--- config.mk ---
export PLATFORM = sky130hd
export DESIGN_NAME = sram_read_streamer
export DESIGN_NICKNAME = d
export VERILOG_FILES = /design/src/rtl/sram_read_streamer.sv
export SDC_FILE = /design/constraint.sdc
export NUM_CORES = 1
export LEC_CHECK = 0
export BUFFER_PORTS_ARGS = -buffer_cell sky130_fd_sc_hd__buf_2
export CORE_MARGIN = 2
export CORE_UTILIZATION = 35
export DETAILED_ROUTE_END_ITERATION = 10
export SLEW_MARGIN = 20
export SYNTH_ARGS = -nofsm -noshare
export SYNTH_HDL_FRONTEND = slang
export SYNTH_SLANG_ARGS = --single-unit
--- constraint.sdc ---
create_clock -name clk -period 16.2 [get_ports clk]
set_input_delay 2.43 -clock clk [delete_from_list [all_inputs] [get_ports clk]]
set_output_delay 2.43 -clock clk [all_outputs]
set_load 0.05 [all_outputs]
--- src/rtl/sram_read_streamer.sv ---
// Burst read client for a pipelined SRAM: one read per cycle, returned words streamed out with a last flag.
// Latency: command accept at cycle T gives first out_valid at T+NBPIPE+3; sustains one word per cycle.
// Backpressure: reads are only issued while FIFO occupancy plus in-flight reads leaves room, so nothing is dropped.

module sr_fifo #(
    parameter int WIDTH = 8,
    parameter int DEPTH = 8
) (
    input  logic                     clk,
    input  logic                     rst_n,
    input  logic                     push_vld,
    input  logic [WIDTH-1:0]         push_dat,
    output logic                     pop_vld,
    input  logic                     pop_rdy,
    output logic [WIDTH-1:0]         pop_dat,
    output logic [$clog2(DEPTH):0]   count
);
    localparam int AW = $clog2(DEPTH);

    logic [WIDTH-1:0] mem_q [DEPTH];
    logic [AW-1:0]    wptr_q, rptr_q;
    logic [AW:0]      cnt_q;
    logic             empty, full, do_push, do_pop;

    assign empty   = (cnt_q == '0);
    assign full    = (cnt_q == (AW+1)'(DEPTH));
    assign do_pop  = pop_rdy && !empty;
    // A pop in the same cycle frees the slot, so a push at full is still legal.
    assign do_push = push_vld && (!full || do_pop);

    assign pop_vld = !empty;
    assign pop_dat = empty ? '0 : mem_q[rptr_q];
    assign count   = cnt_q;

    always_ff @(posedge clk) begin
        if (do_push) mem_q[wptr_q] <= push_dat;
    end

    always_ff @(posedge clk or negedge rst_n) begin
        if (!rst_n) begin
            wptr_q <= '0;
            rptr_q <= '0;
            cnt_q  <= '0;
        end else begin
            if (do_push) wptr_q <= wptr_q + AW'(1);
            if (do_pop)  rptr_q <= rptr_q + AW'(1);
            case ({do_push, do_pop})
                2'b10:   cnt_q <= cnt_q + (AW+1)'(1);
                2'b01:   cnt_q <= cnt_q - (AW+1)'(1);
                default: cnt_q <= cnt_q;
            endcase
        end
    end
endmodule

module sram_read_streamer #(
    parameter int AWIDTH     = 12,
    parameter int DWIDTH     = 72,
    parameter int NBPIPE     = 3,
    parameter int FIFO_DEPTH = 8
) (
    input  logic              clk,
    input  logic              rst_n,
    input  logic              cmd_valid,
    output logic              cmd_ready,
    input  logic [AWIDTH-1:0] cmd_addr,
    input  logic [AWIDTH:0]   cmd_len,
    output logic              mem_enable,
    output logic [AWIDTH-1:0] read_address,
    input  logic [DWIDTH-1:0] read_data,
    output logic              out_valid,
    input  logic              out_ready,
    output logic [DWIDTH-1:0] out_data,
    output logic              out_last,
    output logic              busy,
    output logic              done
);
    localparam int LAT = NBPIPE + 1;
    localparam int CW  = $clog2(FIFO_DEPTH) + 1;
    localparam int IW  = $clog2(LAT + 1);
    localparam int SW  = ((CW > IW) ? CW : IW) + 1;

    if (FIFO_DEPTH < LAT + 1 || (FIFO_DEPTH & (FIFO_DEPTH - 1)) != 0) begin : g_bad_depth
        $error("FIFO_DEPTH must be a power of two and at least NBPIPE+2");
    end

    typedef enum logic [1:0] {S_IDLE, S_ISSUE, S_DRAIN} state_t;

    state_t            state_q, state_d;
    logic [AWIDTH-1:0] addr_q, addr_d, raddr_q;
    logic [AWIDTH:0]   rem_q, rem_d;
    logic [LAT-1:0]    tag_vld_q, tag_last_q;
    logic [IW-1:0]     inflight_q;
    logic              run_q, done_q, done_d;
    logic              issue, capture, pop, issue_ok;
    logic [CW-1:0]     fifo_count;
    logic [SW-1:0]     occ;

    assign capture  = tag_vld_q[LAT-1];
    assign pop      = out_valid && out_ready;
    // The current-cycle pop is deliberately not credited; this keeps the check independent of out_ready timing.
    assign occ      = SW'(fifo_count) + SW'(inflight_q);
    assign issue_ok = (occ < SW'(FIFO_DEPTH));

    always_comb begin
        state_d = state_q;
        addr_d  = addr_q;
        rem_d   = rem_q;
        done_d  = 1'b0;
        issue   = 1'b0;
        case (state_q)
            S_IDLE: begin
                if (cmd_valid && run_q) begin
                    if (cmd_len == '0) begin
                        done_d = 1'b1;
                    end else begin
                        state_d = S_ISSUE;
                        addr_d  = cmd_addr;
                        rem_d   = cmd_len;
                    end
                end
            end
            S_ISSUE: begin
                if (issue_ok) begin
                    issue  = 1'b1;
                    addr_d = addr_q + AWIDTH'(1);
                    rem_d  = rem_q - (AWIDTH+1)'(1);
                    if (rem_q == (AWIDTH+1)'(1)) state_d = S_DRAIN;
                end
            end
            S_DRAIN: begin
                if (inflight_q == '0 &&
                    (fifo_count == '0 || (fifo_count == CW'(1) && pop))) begin
                    state_d = S_IDLE;
                    done_d  = 1'b1;
                end
            end
            default: state_d = S_IDLE;
        endcase
    end

    always_ff @(posedge clk or negedge rst_n) begin
        if (!rst_n) begin
            state_q    <= S_IDLE;
            addr_q     <= '0;
            rem_q      <= '0;
            raddr_q    <= '0;
            tag_vld_q  <= '0;
            tag_last_q <= '0;
            inflight_q <= '0;
            run_q      <= 1'b0;
            done_q     <= 1'b0;
        end else begin
            state_q <= state_d;
            addr_q  <= addr_d;
            rem_q   <= rem_d;
            run_q   <= 1'b1;
            done_q  <= done_d;
            if (issue) raddr_q <= addr_q;
            tag_vld_q[0]  <= issue;
            tag_last_q[0] <= issue && (rem_q == (AWIDTH+1)'(1));
            for (int i = 1; i < LAT; i++) begin
                tag_vld_q[i]  <= tag_vld_q[i-1];
                tag_last_q[i] <= tag_last_q[i-1];
            end
            case ({issue, capture})
                2'b10:   inflight_q <= inflight_q + IW'(1);
                2'b01:   inflight_q <= inflight_q - IW'(1);
                default: inflight_q <= inflight_q;
            endcase
        end
    end

    sr_fifo #(
        .WIDTH (DWIDTH + 1),
        .DEPTH (FIFO_DEPTH)
    ) u_fifo (
        .clk      (clk),
        .rst_n    (rst_n),
        .push_vld (capture),
        .push_dat ({read_data, tag_last_q[LAT-1]}),
        .pop_vld  (out_valid),
        .pop_rdy  (out_ready),
        .pop_dat  ({out_data, out_last}),
        .count    (fifo_count)
    );

    assign mem_enable   = run_q;
    assign cmd_ready    = run_q && (state_q == S_IDLE);
    assign busy         = (state_q != S_IDLE);
    assign done         = done_q;
    assign read_address = issue ? addr_q : raddr_q;
endmodule

==> results_dict.tcl <==
set metrics [dict create \
    cap_viol_max_count 0 \
    viasPerCell 5.07 \
    worstRegToRegCells 9 \
    wl_met3_um 3240 \
    clkPwrFrac_pct 26.1 \
    place_area_um2 27400 \
    cts_tree "done" \
    holdPathStages 0 \
    met2_length_um 28100 \
    slew_headroom_pct 26.1 \
    syn_inst 1270 \
    switching_share_pct 38.3 \
    antenna_found_initial 10 \
    die_area_um2 74500 \
    timing.rr.start "state_q[0]" \
    layout_commonest_cell "edfxtp_1" \
    wl_per_cell_um 22.4 \
    grt_usage_pct 15.1 \
    ioPinCount 191 \
    critical_path_required_ps 13770 \
    power_frac_seq_pct 36.4 \
    grt_pass1_wl_um 83800 \
    leakage_nw 10.2 \
    ys_async_sr_fraction_pct 9.60 \
    cts.sinks 646 \
    utilization_pct 41.6 \
    multi_input_area_um2 5970 \
    drive_gt1_share_pct 32.1 \
    slew_viol_final 0 \
    reg2reg_to "inflight_q[2]" \
    routed_wl_um 56100 \
    setup-violations-final 0 \
    design_area_um2 29800 \
    instances_no_fill 2500 \
    synthesis.yosys.warnings 0 \
    clock.fmax_mhz 164 \
    initial_core_util_pct 35.4 \
    wl_met1_um 23700 \
    top_layer_used "met5" \
    post-route-period-util_pct 37.6 \
    internal_power_mw 3.78 \
    synth_nets 1384 \
    nets 1604 \
    cts_setup_buffers 0 \
    p_switching_mw 2.35 \
    hold_class "reg2reg" \
    io_buffers 190 \
    hold_buffers 0 \
    hold_end "tag_vld_q[2]" \
    design.core.area_um2 71600 \
    cts-root-buf "clkbuf_16" \
    grt_start_max_net_pins 115 \
    clk_latency_ps 600 \
    post_synth_num_cell_types 52 \
    fillerInstances 6370 \
    path_class "reg2out" \
    synth_seq_cells 646 \
    drtIter0Drc 876 \
    syn_area_um2 25300 \
    place.gp.congestion 0.773 \
    cts_resized 0 \
    start_kind "register" \
    fp.dieH_um 273 \
    drcViolationCount 0 \
    grt_setup_unrepaired "false" \
    power_density_nw_per_um2 206 \
    cts_made_buffers 73 \
    row_count 98 \
    dp_cells 2365 \
    cts_buffer_depth 3 \
    avgSynthCellArea_um2 19.9 \
    globalRouteOverflowTotal 0 \
    ff_latch_area_um2 19100 \
    clk_pin_slew_worst_paths_ps 50 \
    dp_hpwl_um 30200 \
    reg2reg_slack_ps 12640 \
    fin_tns_setup_ps 0 \
    firstDrtPassIters 7 \
    grt_pass1_vias 13300 \
    finClkSkew_ps 21.9 \
    hold_violations 0 \
    finalCriticalPeriod_ps 6090 \
    crit_fanout 23 \
    synth-edff-count 584 \
    crit_arrival_ps 3660 \
    synthFlopType "edfxtp_1" \
    ys_seq_area_share_pct 75.4 \
    cts_max_level 3 \
    final_cell_mix "584 x edfxtp_1, 190 x buf_2, 146 x mux4_2" \
    route.vias.total 12700 \
    area_delta_synth_final_pct 17.6 \
    cp-end-kind "output pin" \
    ant_nets 0 \
    hp-start "tag_vld_q[1]" \
    status "finished clean" \
    combPwrFrac_pct 37.5 \
    die_x_um 273 \
    worst_slew_pin_slew_ps 1110 \
    ir_drop_mv 0.190 \
]
## flip-flops by register name, indices dropped and copies added, names as in the netlist
| name | flops |
|---|---|
| tag_last_q | 4 |
| rem_q | 13 |
| u_fifo.mem_q | 584 |
| u_fifo.count | 4 |
| u_fifo.wptr_q | 3 |
| tag_vld_q | 4 |
| raddr_q | 12 |
| u_fifo.rptr_q | 3 |
| state_q | 2 |
| done | 1 |
| mem_enable | 1 |
| inflight_q | 3 |
| addr_q | 12 |
## critical path: stages, from the launching register on
cell	delay (ps)
dfrtp_1	820
nand2_1	560
a2111oi_4	1020
mux2_2	430
buf_2	220
## worst max path at each step
stage | endpoint | slack [ps] | cells after the start | from
6_report | read_address[3] | 10110 | 4 | state_q[0]
2_1_floorplan | u_fifo.mem_q[0][0] | 7850 | 4 | out_ready
5_1_grt | read_address[3] | 9830 | 4 | state_q[0]
3_3_place_gp | out_data[40] | 10680 | 5 | u_fifo.rptr_q[0]
3_5_place_dp | read_address[6] | 10660 | 4 | state_q[0]
4_1_cts | read_address[6] | 9990 | 4 | state_q[0]
## power groups by stage
stage          logic (mW)  registers (mW)  clock network [mW]
2_1_floorplan        1.82            2.19                   0
3_3_place_gp         2.33            2.26                   0
3_5_place_dp         2.35            2.27                   0
4_1_cts              2.35            2.24                1.65
5_1_grt              2.46            2.26                1.71
6_report             2.30            2.23                1.60
## cell usage after synthesis, types with 4 or more instances
cell        n  area share (%)
ha_1       12            0.59
buf_1      10            0.15
and3_1      4           0.099
buf_2      18            0.36
inv_1      14            0.21
dfrtp_1    62             6.1
edfxtp_1  584              69
mux4_2    146              13
nor4_1      6            0.15
nor2_1     99             1.5
xnor2_1     6            0.21
nor3_1     16            0.32
o21ai_0    21            0.41
mux2i_1    77             3.0
nand2b_1    5            0.12
nand3_1    15            0.30
or4_1       6            0.18
xor2_1      4            0.14
a21oi_1    25            0.49
a31oi_1     4           0.099
nand2_1    40            0.59
and2_1      4           0.099
mux2_2     13            0.58
clkbuf_1   37            0.55
## stage by stage
step | power, mW | hold slack, ps | worst slack (ps)
floorplan | 4.01 | 331 | 7850
global placement | 4.59 | 335 | 10680
detailed placement | 4.62 | 339 | 10660
CTS | 6.24 | 352 | 9990
global route | 6.43 | 364 | 9830
finish | 6.13 | 350 | 10110
## cells by family (layout without fill, tap and decap cells)
family                   after synthesis  after routing  share of synthesized area (%)
flip-flops                           646            646                           75.4
multiplexers                         236            236                           16.6
AND/OR/NAND/NOR                      211            211                           3.85
buffers and inverters                 80            357                           1.30
AO/OA/AOI/OAI                         73             73                           1.86
adder cells (fa/ha/maj)               13             13                          0.672
XOR/XNOR                              10             10                          0.346
other                                  1              4                         0.0148
## cell type report
| class | count | area share [%] |
|---|---|---|
| Antenna cell | 3 | 0.0252 |
| Tap cell | 950 | 3.99 |
| Clock inverter | 36 | 1.13 |
| Sequential cell | 646 | 64.1 |
| Clock buffer | 96 | 6.77 |
| Multi-Input combinational cell | 544 | 20.0 |
| Timing Repair Buffer | 211 | 3.76 |
| Inverter | 14 | 0.176 |
## layer usage
metal / GRT usage (%) / up-vias
met5: 0 / -
met3: 3.81 / 94
met1: 19.4 / 6653
met4: 4.27 / 12
li1: - / 5595
met2: 25.3 / 315
(Power assumes the default switching activity.)
